--- src/rtl/ps2_key_tracker.sv ---
// PS/2 keyboard front end: synchronizes the raw PS/2 lines, receives 11-bit frames,
// parses make/break sequences and tracks the held key plus a two-digit BCD press count.
// Optional feature: define PS2_PARITY_CHECK_EN to drop frames with bad odd parity.
module ps2_key_tracker #(
  parameter int unsigned TIMEOUT = 100000
) (
  input  logic       clk,
  input  logic       clrn,
  input  logic       ps2_clk,
  input  logic       ps2_data,
  output logic [3:0] code_hi,
  output logic [3:0] code_lo,
  output logic [3:0] cnt_tens,
  output logic [3:0] cnt_ones,
  output logic       key_down,
  output logic       blank,
  output logic       byte_valid,
  output logic [7:0] byte_out,
  output logic       frame_err
);

  localparam int unsigned ToW = $clog2(TIMEOUT + 1);
  localparam logic [ToW-1:0] ToLast = ToW'(TIMEOUT - 1);

`ifdef PS2_PARITY_CHECK_EN
  localparam bit ParityEn = 1'b1;
`else
  localparam bit ParityEn = 1'b0;
`endif

  localparam logic [7:0] CodeExt   = 8'hE0;
  localparam logic [7:0] CodeBreak = 8'hF0;

  typedef enum logic [0:0] {StIdle, StBreak} state_e;

  // ---------------------------------------------------------------------------
  // Synchronizers; index 0 is the newest stage. Reset to all-1s = bus idle.
  // ---------------------------------------------------------------------------
  logic [2:0] clk_sync_q;
  logic [2:0] data_sync_q;
  logic       fall;
  logic       sdata;

  // Three-stage synchronizers for both PS/2 lines
  always_ff @(posedge clk or negedge clrn) begin
    if (!clrn) begin
      clk_sync_q  <= 3'b111;
      data_sync_q <= 3'b111;
    end else begin
      clk_sync_q  <= {clk_sync_q[1:0], ps2_clk};
      data_sync_q <= {data_sync_q[1:0], ps2_data};
    end
  end

  // Older stage high, newer stage low; data taken from the oldest stage, which the
  // device held stable throughout the preceding clock-high phase.
  assign fall  = clk_sync_q[2] & ~clk_sync_q[1];
  assign sdata = data_sync_q[2];

  // ---------------------------------------------------------------------------
  // Frame receiver with idle timeout
  // ---------------------------------------------------------------------------
  logic [3:0]     bitcnt_q, bitcnt_d;
  logic [9:0]     sr_q, sr_d;          // start, data[7:0], parity after ten shifts
  logic [ToW-1:0] to_cnt_q, to_cnt_d;
  logic [7:0]     byte_q, byte_d;
  logic           valid_q, valid_d;
  logic           err_q, err_d;
  logic           parity_ok;
  logic           frame_ok;

  // Data+parity must have an odd number of ones when the check is enabled
  assign parity_ok = ~ParityEn | (^sr_q[9:1]);
  assign frame_ok  = ~sr_q[0] & sdata & parity_ok;

  // Receiver next state: shift on each fall, judge the frame on the stop-bit fall
  always_comb begin
    bitcnt_d = bitcnt_q;
    sr_d     = sr_q;
    to_cnt_d = to_cnt_q;
    byte_d   = byte_q;
    valid_d  = 1'b0;
    err_d    = 1'b0;
    if (fall) begin
      // A fall always wins over a simultaneous timeout terminal count
      to_cnt_d = '0;
      if (bitcnt_q == 4'd10) begin
        bitcnt_d = 4'd0;
        if (frame_ok) begin
          valid_d = 1'b1;
          byte_d  = sr_q[8:1];
        end else begin
          err_d = 1'b1;
        end
      end else begin
        sr_d     = {sdata, sr_q[9:1]};
        bitcnt_d = bitcnt_q + 4'd1;
      end
    end else if (bitcnt_q != 4'd0) begin
      if (to_cnt_q == ToLast) begin
        // Abandon the partial frame silently
        bitcnt_d = 4'd0;
        to_cnt_d = '0;
      end else begin
        to_cnt_d = to_cnt_q + 1'b1;
      end
    end
  end

  // Receiver state registers
  always_ff @(posedge clk or negedge clrn) begin
    if (!clrn) begin
      bitcnt_q <= 4'd0;
      sr_q     <= '0;
      to_cnt_q <= '0;
      byte_q   <= 8'h00;
      valid_q  <= 1'b0;
      err_q    <= 1'b0;
    end else begin
      bitcnt_q <= bitcnt_d;
      sr_q     <= sr_d;
      to_cnt_q <= to_cnt_d;
      byte_q   <= byte_d;
      valid_q  <= valid_d;
      err_q    <= err_d;
    end
  end

  // ---------------------------------------------------------------------------
  // Make/break parser and BCD press counter
  // ---------------------------------------------------------------------------
  state_e     state_q, state_d;
  logic [7:0] code_q, code_d;
  logic       key_down_q, key_down_d;
  logic [3:0] tens_q, tens_d;
  logic [3:0] ones_q, ones_d;

  // Parser next state: acts only on accepted bytes
  always_comb begin
    state_d    = state_q;
    code_d     = code_q;
    key_down_d = key_down_q;
    tens_d     = tens_q;
    ones_d     = ones_q;
    if (valid_q) begin
      unique case (state_q)
        StIdle: begin
          if (byte_q == CodeExt) begin
            state_d = StIdle;
          end else if (byte_q == CodeBreak) begin
            state_d = StBreak;
          end else if (!(key_down_q && (byte_q == code_q))) begin
            // New press; typematic repeats of the held key fall through untouched
            code_d     = byte_q;
            key_down_d = 1'b1;
            if (ones_q == 4'd9) begin
              ones_d = 4'd0;
              tens_d = (tens_q == 4'd9) ? 4'd0 : tens_q + 4'd1;
            end else begin
              ones_d = ones_q + 4'd1;
            end
          end
        end
        StBreak: begin
          if (byte_q != CodeExt) begin
            if (byte_q == code_q) begin
              key_down_d = 1'b0;
            end
            state_d = StIdle;
          end
        end
      endcase
    end
  end

  // Parser state registers
  always_ff @(posedge clk or negedge clrn) begin
    if (!clrn) begin
      state_q    <= StIdle;
      code_q     <= 8'h00;
      key_down_q <= 1'b0;
      tens_q     <= 4'd0;
      ones_q     <= 4'd0;
    end else begin
      state_q    <= state_d;
      code_q     <= code_d;
      key_down_q <= key_down_d;
      tens_q     <= tens_d;
      ones_q     <= ones_d;
    end
  end

  assign code_hi    = code_q[7:4];
  assign code_lo    = code_q[3:0];
  assign cnt_tens   = tens_q;
  assign cnt_ones   = ones_q;
  assign key_down   = key_down_q;
  assign blank      = ~key_down_q;
  assign byte_valid = valid_q;
  assign byte_out   = byte_q;
  assign frame_err  = err_q;

endmodule

--- config.mk ---
export PLATFORM = sky130hd
export DESIGN_NAME = ps2_key_tracker
export DESIGN_NICKNAME = d
export VERILOG_FILES = /design/src/rtl/ps2_key_tracker.sv
export SDC_FILE = /design/constraint.sdc
export NUM_CORES = 1
export LEC_CHECK = 0
export CORE_ASPECT_RATIO = 0.9
export CORE_MARGIN = 3
export CORE_UTILIZATION = 45
export CTS_BUF_LIST = sky130_fd_sc_hd__clkbuf_8
export DETAILED_ROUTE_END_ITERATION = 10
export PLACE_DENSITY_LB_ADDON = 0.08
export SLEW_MARGIN = 30
export SYNTH_ARGS = -nofsm -noshare
export SYNTH_HDL_FRONTEND = slang
export SYNTH_SLANG_ARGS = --single-unit
--- constraint.sdc ---
create_clock -name clk -period 2.6 [get_ports clk]
set_input_delay 0.26 -clock clk [delete_from_list [all_inputs] [get_ports clk]]
set_output_delay 0.26 -clock clk [all_outputs]
set_load 0.01 [all_outputs]
; Word-level counts from Yosys, hierarchy flattened
; Cells that the tools add are included.
; Widths: inputs -> output; s select.
[word_totals]
ff_bits = 65
in_bits = 4
out_inout_bits = 28
[op_classes]
addsub = 4
eq_ne = 13
n_mux = 25
bitwise_logic = 10
n_reduce_logical = 10
[ops]
columns = operator, n
row1 = $mux 17, 3
row2 = $mux 4, 6
row3 = $add 17x1->17 const B, 1
row4 = $eq 17x17->1 const B, 1
row5 = $eq 8x8->1 const B, 2
row6 = $mux 1, 14
row7 = $add 4x1->4 const B, 3
row8 = $eq 4x4->1 const B, 3
row9 = $reduce_and 6->1, 2
row10 = $eq 8x8->1, 1
row11 = $ne 8x8->1 const B, 1
row12 = $not 1->1, 8
row13 = $ne 2x2->1 const B, 3
row14 = $reduce_and 5->1, 1
row15 = $ne 2x1->1 const B, 2
row16 = $pmux 1 s2, 2
row17 = $reduce_and 2->1, 2
row18 = $reduce_bool 2->1, 2
row19 = $reduce_bool 4->1, 1
row20 = $reduce_and 3->1, 1
row21 = $and 1x1->1, 2
row22 = $logic_and 1x1->1, 1

; Logic depth before layout (Yosys ltp)
; Gate-level depths: netlist (run 1).
[depth]
ltp_word = 6
depth_mapped = 7
depth_no_buf = 7

; Worst setup path before layout (run 1)
; No wires, ideal clock.
[synth_path]
path_kind = reg2reg
startpoint = register bitcnt_q[0]
endpoint = register to_cnt_q[11]
setup_time_ps = 124
t_arrival_ps = 1686
path_slack_ps = 790
stages_incl_launch_ff = 8
path_buffers = 0
path_cell_list = dfrtp_1 inv_1 ha_1 or3b_4 nor2_4 nor3_1 o2111a_1 a211o_1
[synth_between]
elab_chain_len = 2
[synth_lines]
columns = element, line_no
row1 = "start, declared", 63  ; logic [3:0] bitcnt_q, bitcnt_d;
row2 = "start signal, assigned", 120  ; bitcnt_q <= bitcnt_d;
row3 = $reduce_bool 4->1, 99  ; end else if (bitcnt_q != 4'd0) begin
row4 = $reduce_bool 2->1 (no line), --
row5 = "end signal, assigned", 122  ; to_cnt_q <= to_cnt_d;
row6 = "end, declared", 65  ; logic [ToW-1:0] to_cnt_q, to_cnt_d;
; No other way between the ends.
; A chain may end at the register's enable or synchronous reset.

; Worst setup path in the final report (run 1)
; Ends and elaborated chain as after synthesis.

==> impl_results.rst, run 1 <==
.. list-table::
   :header-rows: 1

   * - Metric
     - Value
   * - Final setup violation count
     - 0
   * - Hold WS
     - 0.335 ns
   * - Total of flip-flops plus latches after synthesis
     - 65
   * - Normalized max-slew margin
     - 0.572
   * - Maximum number of pins on one net before global-route repair
     - 38
   * - Crit path required time
     - 2.81 ns
   * - Core footprint
     - 6320 um2
   * - Status
     - finished clean
   * - Setup repair after global routing missed its margin
     - false
   * - Mean number of vias per cell
     - 5.09
   * - CTS sink cnt
     - 65
   * - Post-synthesis instance total
     - 246
   * - Post-CTS sizing
     - 0
   * - Boundary pin count
     - 32
   * - Tot GR Track Use
     - 0.146
   * - Count of buffers inserted at the top-level ports
     - 31
   * - Power per standard cell area
     - 651 nW/um2
   * - Part of the Yosys area used for sequential elements
     - 0.541
   * - DRC marker count from the first detailed-route iteration
     - 57
   * - CTS tree
     - built
   * - Final global-route overflow total
     - 0
   * - Routed via count
     - 1,938
   * - Number of core rows
     - 27
   * - Layout cells sized above 1
     - 0.228
   * - Hold Fails Final Rpt
     - 0
   * - Slew at the pin closest to its max-slew limit
     - 0.642 ns
   * - H-tree depth reported by CTS
     - 3
   * - Hold crit path type
     - primary input to flip-flop
   * - DR DRC count
     - 0
   * - Net count, final
     - 297
   * - GPL Wtd Cong
     - 0.742
   * - Post-detailed-placement half-perimeter wirelength
     - 3.69 mm
   * - First-pass GRT wire length
     - 9.07 mm
   * - Average cell area after synthesis
     - 12.3 um2
   * - Wire length per cell after detailed routing
     - 13.5 um
   * - Final wirelength
     - 5.14 mm
   * - Count of filler cells inserted in the layout
     - 559
   * - Layout overhead on the synthesized area
     - 21.5%
   * - Initial antenna violation count
     - 0
   * - Critical path launch point type
     - flip-flop
   * - Clock insertion delay at the later pin of the skew report
     - 0.33 ns
   * - Via count of the first global-routing pass
     - 1,856
   * - Yosys warnings
     - 0
   * - Fin Setup TNS
     - 0 ns
   * - Clock buffers created by TritonCTS
     - 9
   * - Number of nets produced by synthesis
     - 254
   * - Final worst clock skew
     - 0.00663 ns
   * - CP Data Arrival Time
     - 2.20 ns
   * - Initial Util
     - 0.479
   * - Fmax achieved
     - 0.503 GHz
   * - Post-route minimum period
     - 1.99 ns
   * - Diode count
     - 0
   * - Total standard cell area after synthesis
     - 3020 um2
   * - Initial DRT Pass Iterations
     - 4
   * - Peak supply drop
     - 505 uV
   * - Sort of element at the end of the critical path
     - flip-flop
   * - Width of the die
     - 92.4 um
   * - Crit-path max FO
     - 9
   * - DRT antenna net count
     - 0
   * - Number of buffers inserted by post-CTS setup repair
     - 0
   * - Type of the worst setup path
     - flip-flop to flip-flop
   * - Master cell of the clock root buffer
     - sky130_fd_sc_hd__clkbuf_8
   * - Slew Viols, Final
     - 0
   * - Clock slew at the register clock pins of the worst setup and hold paths
     - 0.07 ns
   * - Longest Clk Path Bufs
     - 2
   * - Max-Cap Viols
     - 0
   * - DIE HEIGHT
     - 83.8 um
   * - Cell leakage power
     - 1.68 nW
   * - Count of hold buffers inserted by post-cts repair
     - 1
   * - Die area
     - 7740 um2
   * - Synth cell types
     - 48
   * - Final cycle utilization of the critical path
     - 0.765
-- cell usage after synthesis (all sizes together) --
library cell	number	area, um2
dfrtp	59	1480
mux2	29	327
nor2	18	75.1
xnor2	14	123
nand3	12	65.1
nand2	10	37.5
o21ai	10	53.8
xor2	10	87.6
inv	9	33.8
nor2b	7	43.8
dfstp	6	158
and3	5	31.3
nor3b	5	37.5
nor4	5	61.3
a22o	4	35.0
buf	4	26.3
ha	4	50.1
nand2b	4	32.5
nor3	4	20.0
a21oi	3	15.0
a31o	3	26.3
a21o	2	15.0
and4	2	17.5
nor4b	2	23.8
o31ai	2	28.8
a211o	1	8.76
a22oi	1	7.51
a31oi	1	21.3
and2b	1	7.51
and3b	1	8.76
mux2i	1	10.0
nand4	1	6.26
nor4bb	1	10.0
o2111a	1	11.3
o22ai	1	6.26
or2b	1	7.51
or3	1	6.26
or3b	1	11.3
-- cells by family after synthesis --
| kind of cell | synth area share |
|---|---|
| simple gates | 0.166 |
| compound gates | 0.0757 |
| xor+xnor | 0.0695 |
| mux | 0.111 |
| buf+inv | 0.0199 |
| fa+ha+maj | 0.0166 |
| flops | 0.541 |
-- worst paths after layout --
| check | from | endpoint | slack [ns] | depth (start not counted) |
|---|---|---|---|---|
| hold / removal | ps2_data | data_sync_q[0] | 0.33 | 1 |
| setup reg to reg | bitcnt_q[0] | to_cnt_q[11] | 0.61 | 7 |
| min in group asynchronous | clrn | to_cnt_q[14] | 0.49 | 2 |
| max in group asynchronous | clrn | data_sync_q[0] | 1.43 | 3 |
| setup / recovery | bitcnt_q[0] | to_cnt_q[11] | 0.61 | 7 |
| hold reg to reg | data_sync_q[0] | data_sync_q[1] | 0.36 | 0 |
-- where the power goes --
group | total, mW | internal, mW | switching [mW]
combinational | 0.278 | 0.150 | 0.128
sequential | 1.22 | 1.13 | 0.0896
clock | 0.896 | 0.531 | 0.365
-- critical path, stage by stage (launching register included) --
cell and delay, ns:
sky130_fd_sc_hd__dfrtp_1 0.40, sky130_fd_sc_hd__inv_1 0.11, sky130_fd_sc_hd__ha_1 0.15, sky130_fd_sc_hd__or3b_4 0.40, sky130_fd_sc_hd__nor2_4 0.24, sky130_fd_sc_hd__nor3_1 0.15
sky130_fd_sc_hd__o2111a_1 0.16, sky130_fd_sc_hd__a211o_1 0.26
-- flip-flops by register name, summed over array words and instances, names as in the netlist, 3 cells and up --
signal       count
byte_out         8
code_q           8
data_sync_q      3
cnt_tens         4
clk_sync_q       3
bitcnt_q         4
sr_q            10
cnt_ones         4
to_cnt_q        17
-- metrics by stage --
step | cell area [um2] | setup slack [ns] | total power, mW | std cells | util
detailed placement | 3450 | 0.608 | 1.52 | 364 | 0.547
CTS | 3670 | 0.593 | 2.43 | 381 | 0.582
finish | 3670 | 0.611 | 2.39 | 381 | 0.582
global route | 3670 | 0.459 | 2.52 | 381 | 0.582
global placement | 3450 | 0.636 | 1.52 | 364 | 0.547
floorplan | 3020 | 0.790 | 1.42 | 246 | -
-- cells in the final DEF, fill, tap and decap left out, types with 4 or more instances in the layout --
cell type and instances:
sky130_fd_sc_hd__a22o_1 4, sky130_fd_sc_hd__and3_1 5, sky130_fd_sc_hd__clkbuf_8 9, sky130_fd_sc_hd__clkdlybuf4s50_1 30, sky130_fd_sc_hd__dfrtp_1 59, sky130_fd_sc_hd__dfstp_2 6
sky130_fd_sc_hd__ha_1 4, sky130_fd_sc_hd__inv_1 10, sky130_fd_sc_hd__mux2_2 29, sky130_fd_sc_hd__nand2_1 10, sky130_fd_sc_hd__nand3_1 11, sky130_fd_sc_hd__nor2_1 17
sky130_fd_sc_hd__nor2b_1 7, sky130_fd_sc_hd__nor3_1 4, sky130_fd_sc_hd__nor3b_1 5, sky130_fd_sc_hd__o21ai_0 7, sky130_fd_sc_hd__xnor2_1 14, sky130_fd_sc_hd__xor2_1 10
-- area by class of cell --
class	instances	area, um2	area share
repair buffers	36	358	0.0974
inverters	9	33.8	0.00920
well taps	87	109	0.0296
clock inverters	7	86.3	0.0235
flip-flops and latches	65	1630	0.445
multi-input cells	168	1330	0.362
clock buffers	9	124	0.0337
-- layer usage --
layer,vias to the layer above,global-route usage,part of all wire
met5,-,0,0
met4,0,0.0445,0.013
met3,9,0.0433,0.038
met2,28,0.207,0.43
met1,952,0.214,0.52
li1,949,-,-
Note: power is estimated with default switching activity, not from simulation.
==> inputs of run 2 (changes only) <==
==> constraint.sdc (replaced) <==
create_clock -name clk -period 1.9 [get_ports clk]
set_input_delay 0.19 -clock clk [delete_from_list [all_inputs] [get_ports clk]]
set_output_delay 0.19 -clock clk [all_outputs]
set_load 0.01 [all_outputs]
==> run 2 against run 1 <==
Non-clock buffer count rose by 33; highest routed layer unchanged; clock-buffer cell count unchanged; combinational power is 78% higher; core utilization is 5.3 points higher; worst setup slack got worse by 0.58 ns; power up 34%; register-to-register slack worse by 0.58 ns.
==> impl_results.rst, run 2 (synthesis gave the netlist of run 1 again) <==
.. list-table::
   :header-rows: 1

   * - Metric
     - Value
   * - Routed via count
     - 2,082
   * - CP Data Arrival Time
     - 2.10 ns
   * - Crit-path max FO
     - 4
   * - GPL Wtd Cong
     - 0.777
   * - Fmax achieved
     - 0.536 GHz
   * - Power share of the sequential group
     - 0.527
   * - Sort of element at the end of the critical path
     - flip-flop
   * - Initial DRT Pass Iterations
     - 4
   * - Diode count
     - 0
   * - Clock insertion delay at the later pin of the skew report
     - 0.34 ns
   * - Net Sw Frac
     - 0.283
   * - Cell internal pwr
     - 2.30 mW
   * - Critical Path Source
     - bitcnt_q[0]
   * - Post-route minimum period
     - 1.87 ns
   * - Width of the die
     - 92.4 um
   * - Combinational Power Share
     - 0.154
   * - Most common cell after layout, fill and taps aside
     - sky130_fd_sc_hd__dfrtp_1
   * - First-pass GRT wire length
     - 9.94 mm
   * - Post-detailed-placement half-perimeter wirelength
     - 4.05 mm
   * - Maximum number of pins on one net before global-route repair
     - 44
   * - Cell leakage power
     - 1.84 nW
   * - Via count of the first global-routing pass
     - 2,028
   * - Startpoint of the worst hold path
     - ps2_clk
   * - Max-Cap Viols
     - 0
   * - Wire length per cell after detailed routing
     - 14.5 um
   * - DRT antenna net count
     - 0
   * - Top delay family on crit path
     - simple AND/OR/NAND/NOR gates
   * - Slack of the critical path
     - 0.0343 ns
   * - Type of the worst setup path
     - flip-flop to flip-flop
   * - Highest-count cells in the layout ignoring fill and taps
     - 58 x sky130_fd_sc_hd__dfrtp_1, 33 x sky130_fd_sc_hd__buf_4, 30 x sky130_fd_sc_hd__clkdlybuf4s50_1
   * - Fin Setup TNS
     - 0 ns
   * - Number of core rows
     - 27
   * - Cells along the critical path
     - inv_2 -> ha_1 -> nand2_1 -> or3_4 -> nor3b_4 -> buf_6 -> mux2_2
   * - Normalized max-slew margin
     - 0.635
   * - Final worst clock skew
     - 0.00750 ns
   * - Placement-stage cell area
     - 3620 um2
   * - Final wirelength
     - 6.00 mm
   * - Hold crit path type
     - primary input to flip-flop
   * - DR DRC count
     - 0
   * - Beginning of the worst register-to-register path
     - bitcnt_q[0]
   * - Hold Fails Final Rpt
     - 0
   * - Status
     - finished clean
   * - Largest register by flop count
     - to_cnt_q
   * - Sw power
     - 909 uW
   * - CTS tree
     - built
   * - Power per standard cell area
     - 800 nW/um2
   * - DIE HEIGHT
     - 83.8 um
   * - Layout Utilization
     - 0.635
   * - Clock share of power
     - 0.319
   * - Final setup violation count
     - 0
   * - Clock slew at the register clock pins of the worst setup and hold paths
     - 0.07 ns
   * - Slew Viols, Final
     - 0
   * - Registers with the most flip-flops
     - to_cnt_q x17, sr_q x10
   * - Die area
     - 7740 um2
   * - Initial antenna violation count
     - 0
   * - Tot GR Track Use
     - 0.164
   * - Master cell of the clock root buffer
     - sky130_fd_sc_hd__clkbuf_8
   * - Count of buffers inserted at the top-level ports
     - 31
   * - Slew at the pin closest to its max-slew limit
     - 0.547 ns
   * - Peak supply drop
     - 601 uV
   * - Mean number of vias per cell
     - 5.02
   * - Stage delay of the slowest cell on the critical path
     - 0.40 ns
   * - Final global-route overflow total
     - 0
   * - Longest Clk Path Bufs
     - 2
   * - Crit path required time
     - 2.13 ns
   * - Number of flip-flops in the largest register
     - 17
   * - Final cycle utilization of the critical path
     - 0.982
   * - Initial Util
     - 0.479
   * - Worst slack at placement
     - -0.0219 ns
   * - DRC marker count from the first detailed-route iteration
     - 72
   * - Layout cells sized above 1
     - 0.345
   * - Max stage delay cell, worst path
     - sky130_fd_sc_hd__dfrtp_1
   * - Critical path launch point type
     - flip-flop
   * - Boundary pin count
     - 32
   * - Clock buffers created by TritonCTS
     - 9
   * - Core footprint
     - 6320 um2
   * - Hold WS
     - 0.246 ns
   * - H-tree depth reported by CTS
     - 3
   * - Layout overhead on the synthesized area
     - 32.6%
   * - Net count, final
     - 331
   * - Combined buffer and inverter count along the critical path
     - 2
   * - Setup repair after global routing missed its margin
     - true
   * - CTS sink cnt
     - 65
   * - Post-route standard cell area excluding fillers
     - 4010 um2
[run 2: cell count changes in the layout (fill, tap and decap cells not counted), sizes merged]
| cell | before | now |
|---|---|---|
| bufinv | 2 | 0 |
| a31oi | 1 | 2 |
| buf | 5 | 38 |
| clkinvlp | 1 | 3 |
[run 2: worst paths after layout]
path / to / slack, ns / depth (start not counted)
worst max-delay path: byte_out[2] / 0.03 / 7
worst min-delay path: clk_sync_q[0] / 0.25 / 1
worst max register to register: byte_out[2] / 0.03 / 7
worst min register to register: clk_sync_q[1] / 0.36 / 0
max in group asynchronous: byte_out[0] / 1.03 / 3
min in group asynchronous: to_cnt_q[5] / 0.36 / 3
[run 2: power groups by stage]
| stage | sequential [mW] | combinational [mW] | clock (mW) |
|---|---|---|---|
| 2_1_floorplan | 1.66 | 0.288 | 0 |
| 3_3_place_gp | 1.70 | 0.418 | 0 |
| 3_5_place_dp | 1.70 | 0.425 | 0 |
| 4_1_cts | 1.67 | 0.430 | 1.06 |
| 5_1_grt | 1.71 | 0.551 | 1.13 |
| 6_report | 1.69 | 0.496 | 1.02 |
[run 2: cell type report]
class | count | area [um2]
Fill cell | 503 | 2310
Sequential cell | 65 | 1640
Multi-Input combinational cell | 169 | 1440
Timing Repair Buffer | 69 | 617
Clock buffer | 9 | 124
Tap cell | 87 | 109
Clock inverter | 7 | 48.8
Inverter | 9 | 33.8
[run 2: repair_timing]
item,CTS,global route
pin swaps,0,7
endpoints found under the hold margin,59,0
hold buffers,1,0
gates resized for setup,2,27
setup endpoints to repair,2,26
cloned,0,2
setup buffers,0,8
[run 2: layer usage]
metal	up-vias	part of all wire	GRT usage	routed length, um
met3	6	0.038	0.0568	226
met4	0	0.013	0.0540	78
li1	1028	-	-	-
met1	1022	0.51	0.232	3070
met5	-	0	0	0
met2	26	0.44	0.235	2630
[run 2: metrics by stage]
step / std cells / total power, mW
finish: 415 / 3.21
detailed placement: 388 / 2.12
CTS: 405 / 3.16
floorplan: 246 / 1.95
global route: 415 / 3.39
global placement: 388 / 2.12
==> inputs of run 3 (changes only) <==
--- a/config.mk
+++ b/config.mk
@@ -5,12 +5,14 @@
 export SDC_FILE = /design/constraint.sdc
 export NUM_CORES = 1
 export LEC_CHECK = 0
+export CAP_MARGIN = 20
 export CORE_ASPECT_RATIO = 0.9
 export CORE_MARGIN = 3
 export CORE_UTILIZATION = 45
 export CTS_BUF_LIST = sky130_fd_sc_hd__clkbuf_8
 export DETAILED_ROUTE_END_ITERATION = 10
 export PLACE_DENSITY_LB_ADDON = 0.08
+export SKIP_LAST_GASP = 1
 export SLEW_MARGIN = 30
 export SYNTH_ARGS = -nofsm -noshare
 export SYNTH_HDL_FRONTEND = slang
==> run 3 against run 2 <==
Wire length down 0.45%; clock-buffer cell count unchanged; highest routed layer unchanged; largest power group unchanged; cell area down 0.34%; critical endpoint unchanged; first-iteration DRC count up 5.6%; power down 0.34%; core utilization down 0.22 points; sequential power about the same; critical path depth unchanged; largest cell class unchanged; worst setup slack better by 0.0026 ns; final cell count unchanged; clock skew about the same.
==> impl_results.rst, run 3 (synthesis gave the netlist of run 1 again) <==
.. list-table::
   :header-rows: 1

   * - Metric
     - Value
   * - Initial Util
     - 0.479
   * - Net count, final
     - 331
   * - DRC marker count from the first detailed-route iteration
     - 76
   * - H-tree depth reported by CTS
     - 3
   * - Fmax achieved
     - 0.537 GHz
   * - Initial antenna violation count
     - 0
   * - Layout overhead on the synthesized area
     - 32.2%
   * - Sort of element at the end of the critical path
     - flip-flop
   * - Slew Viols, Final
     - 0
   * - Final worst clock skew
     - 0.00766 ns
   * - Setup repair after global routing missed its margin
     - true
   * - Maximum number of pins on one net before global-route repair
     - 44
   * - Number of core rows
     - 27
   * - Final cycle utilization of the critical path
     - 0.981
   * - Master cell of the clock root buffer
     - sky130_fd_sc_hd__clkbuf_8
   * - First-pass GRT wire length
     - 9.94 mm
   * - Routed via count
     - 2,073
   * - Width of the die
     - 92.4 um
   * - Register-to-register setup slack
     - 0.04 ns
   * - Via count of the first global-routing pass
     - 2,028
   * - Die area
     - 7740 um2
   * - Crit-path max FO
     - 4
   * - Initial DRT Pass Iterations
     - 6
   * - CTS sink cnt
     - 65
   * - Beginning of the worst register-to-register path
     - bitcnt_q[0]
   * - Clock insertion delay at the later pin of the skew report
     - 0.34 ns
   * - Capturing point of the worst reg2reg path
     - byte_out[2]
   * - Final setup violation count
     - 0
   * - GPL Wtd Cong
     - 0.777
   * - Destination of the critical timing path
     - byte_out[2]
   * - Final wirelength
     - 5.98 mm
   * - Layout cells sized above 1
     - 0.338
   * - Normalized max-slew margin
     - 0.638
   * - Power per standard cell area
     - 800 nW/um2
   * - Core footprint
     - 6320 um2
   * - Slew at the pin closest to its max-slew limit
     - 0.544 ns
   * - Diode count
     - 0
   * - Cell leakage power
     - 1.83 nW
   * - Fin Setup TNS
     - 0 ns
   * - CTS tree
     - built
   * - CP Data Arrival Time
     - 2.09 ns
   * - Critical Path Source
     - bitcnt_q[0]
   * - DR DRC count
     - 0
   * - Tot GR Track Use
     - 0.164
   * - DIE HEIGHT
     - 83.8 um
   * - Count of buffers inserted at the top-level ports
     - 31
   * - Most common cell after layout, fill and taps aside
     - sky130_fd_sc_hd__dfrtp_1
   * - Largest register by flop count
     - to_cnt_q
   * - Status
     - finished clean
   * - Longest Clk Path Bufs
     - 2
   * - Multi-input combinational cell area
     - 1430 um2
   * - Post-detailed-placement half-perimeter wirelength
     - 4.05 mm
   * - Post-layout power
     - 3.20 mW
   * - Depth of the worst register-to-register path
     - 7
   * - Post-route minimum period
     - 1.86 ns
   * - Mean number of vias per cell
     - 5.00
   * - Register cell area after layout
     - 1640 um2
   * - Clock buffers created by TritonCTS
     - 9
   * - Number of flip-flops in the largest register
     - 17
   * - Critical path launch point type
     - flip-flop
   * - DRT antenna net count
     - 0
   * - Clock slew at the register clock pins of the worst setup and hold paths
     - 0.07 ns
   * - Max-Cap Viols
     - 0
   * - Final global-route overflow total
     - 0
   * - Wire length per cell after detailed routing
     - 14.4 um
   * - Hold crit path type
     - primary input to flip-flop
   * - Crit path required time
     - 2.13 ns
   * - Hold Fails Final Rpt
     - 0
   * - Boundary pin count
     - 32
   * - Type of the worst setup path
     - flip-flop to flip-flop
   * - Peak supply drop
     - 597 uV
   * - Count of filler cells inserted in the layout
     - 505
   * - Highest-count cells in the layout ignoring fill and taps
     - 58 x sky130_fd_sc_hd__dfrtp_1, 33 x sky130_fd_sc_hd__buf_4, 30 x sky130_fd_sc_hd__clkdlybuf4s50_1
   * - Registers with the most flip-flops
     - to_cnt_q x17, sr_q x10
run 3: cell type report:
class | instances | area share
repair buffers | 69 | 0.154
clock inverters | 7 | 0.0122
well taps | 87 | 0.0272
clock buffers | 9 | 0.0310
multi-input cells | 169 | 0.357
flip-flops and latches | 65 | 0.409
inverters | 9 | 0.00846
run 3: critical path, stage by stage, from the launching register on:
cell                      delay, ns
sky130_fd_sc_hd__dfrtp_1       0.40
sky130_fd_sc_hd__inv_2         0.08
sky130_fd_sc_hd__ha_1          0.14
sky130_fd_sc_hd__nand2_1       0.06
sky130_fd_sc_hd__or3_4         0.35
sky130_fd_sc_hd__nor3b_4       0.25
sky130_fd_sc_hd__buf_6         0.16
sky130_fd_sc_hd__mux2_2        0.32
run 3: where the power goes:
group	internal, mW	switching [mW]	leakage [nW]	total, mW
clock network	0.469	0.552	0.0826	1.02
logic	0.281	0.207	0.900	0.488
registers	1.55	0.143	0.852	1.69
total	2.30	0.902	1.83	3.20
run 3: what timing repair did:
action,in CTS,in global routing
setup buffers,0,8
endpoints found under the hold margin,59,0
setup endpoints to repair,2,26
pin swaps,0,7
hold buffers,1,0
resized for setup,1,26
cloned,0,2
run 3: per-layer routing:
| metal | vias to the layer above | routed length (um) | GRT usage |
|---|---|---|---|
| met4 | 0 | 76 | 0.0540 |
| met1 | 1012 | 3050 | 0.232 |
| met5 | - | 0 | 0 |
| li1 | 1031 | - | - |
| met2 | 24 | 2630 | 0.235 |
| met3 | 6 | 226 | 0.0568 |
run 3: how the worst min path moves through the flow:
stage | startpoint | to | slack, ns | cells after the start
floorplan | clrn | bitcnt_q[0] | -0.11 | 0
global placement | clrn | to_cnt_q[4] | 0.19 | 2
detailed placement | clrn | to_cnt_q[6] | 0.20 | 2
CTS | ps2_clk | clk_sync_q[0] | 0.23 | 1
global route | ps2_clk | clk_sync_q[0] | 0.24 | 1
finish | ps2_clk | clk_sync_q[0] | 0.25 | 1
run 3: per-stage QoR:
stage | util | area (um2) | hold WS, ns | setup slack [ns] | std cells
finish | 0.632 | 4000 | 0.246 | 0.0369 | 415
global route | 0.632 | 4000 | 0.235 | -0.0466 | 415
CTS | 0.603 | 3810 | 0.230 | -0.000134 | 405
detailed placement | 0.573 | 3620 | 0.196 | -0.0219 | 388
global placement | 0.573 | 3620 | 0.193 | 0.000428 | 388
floorplan | - | 3020 | -0.106 | 0.0897 | 246
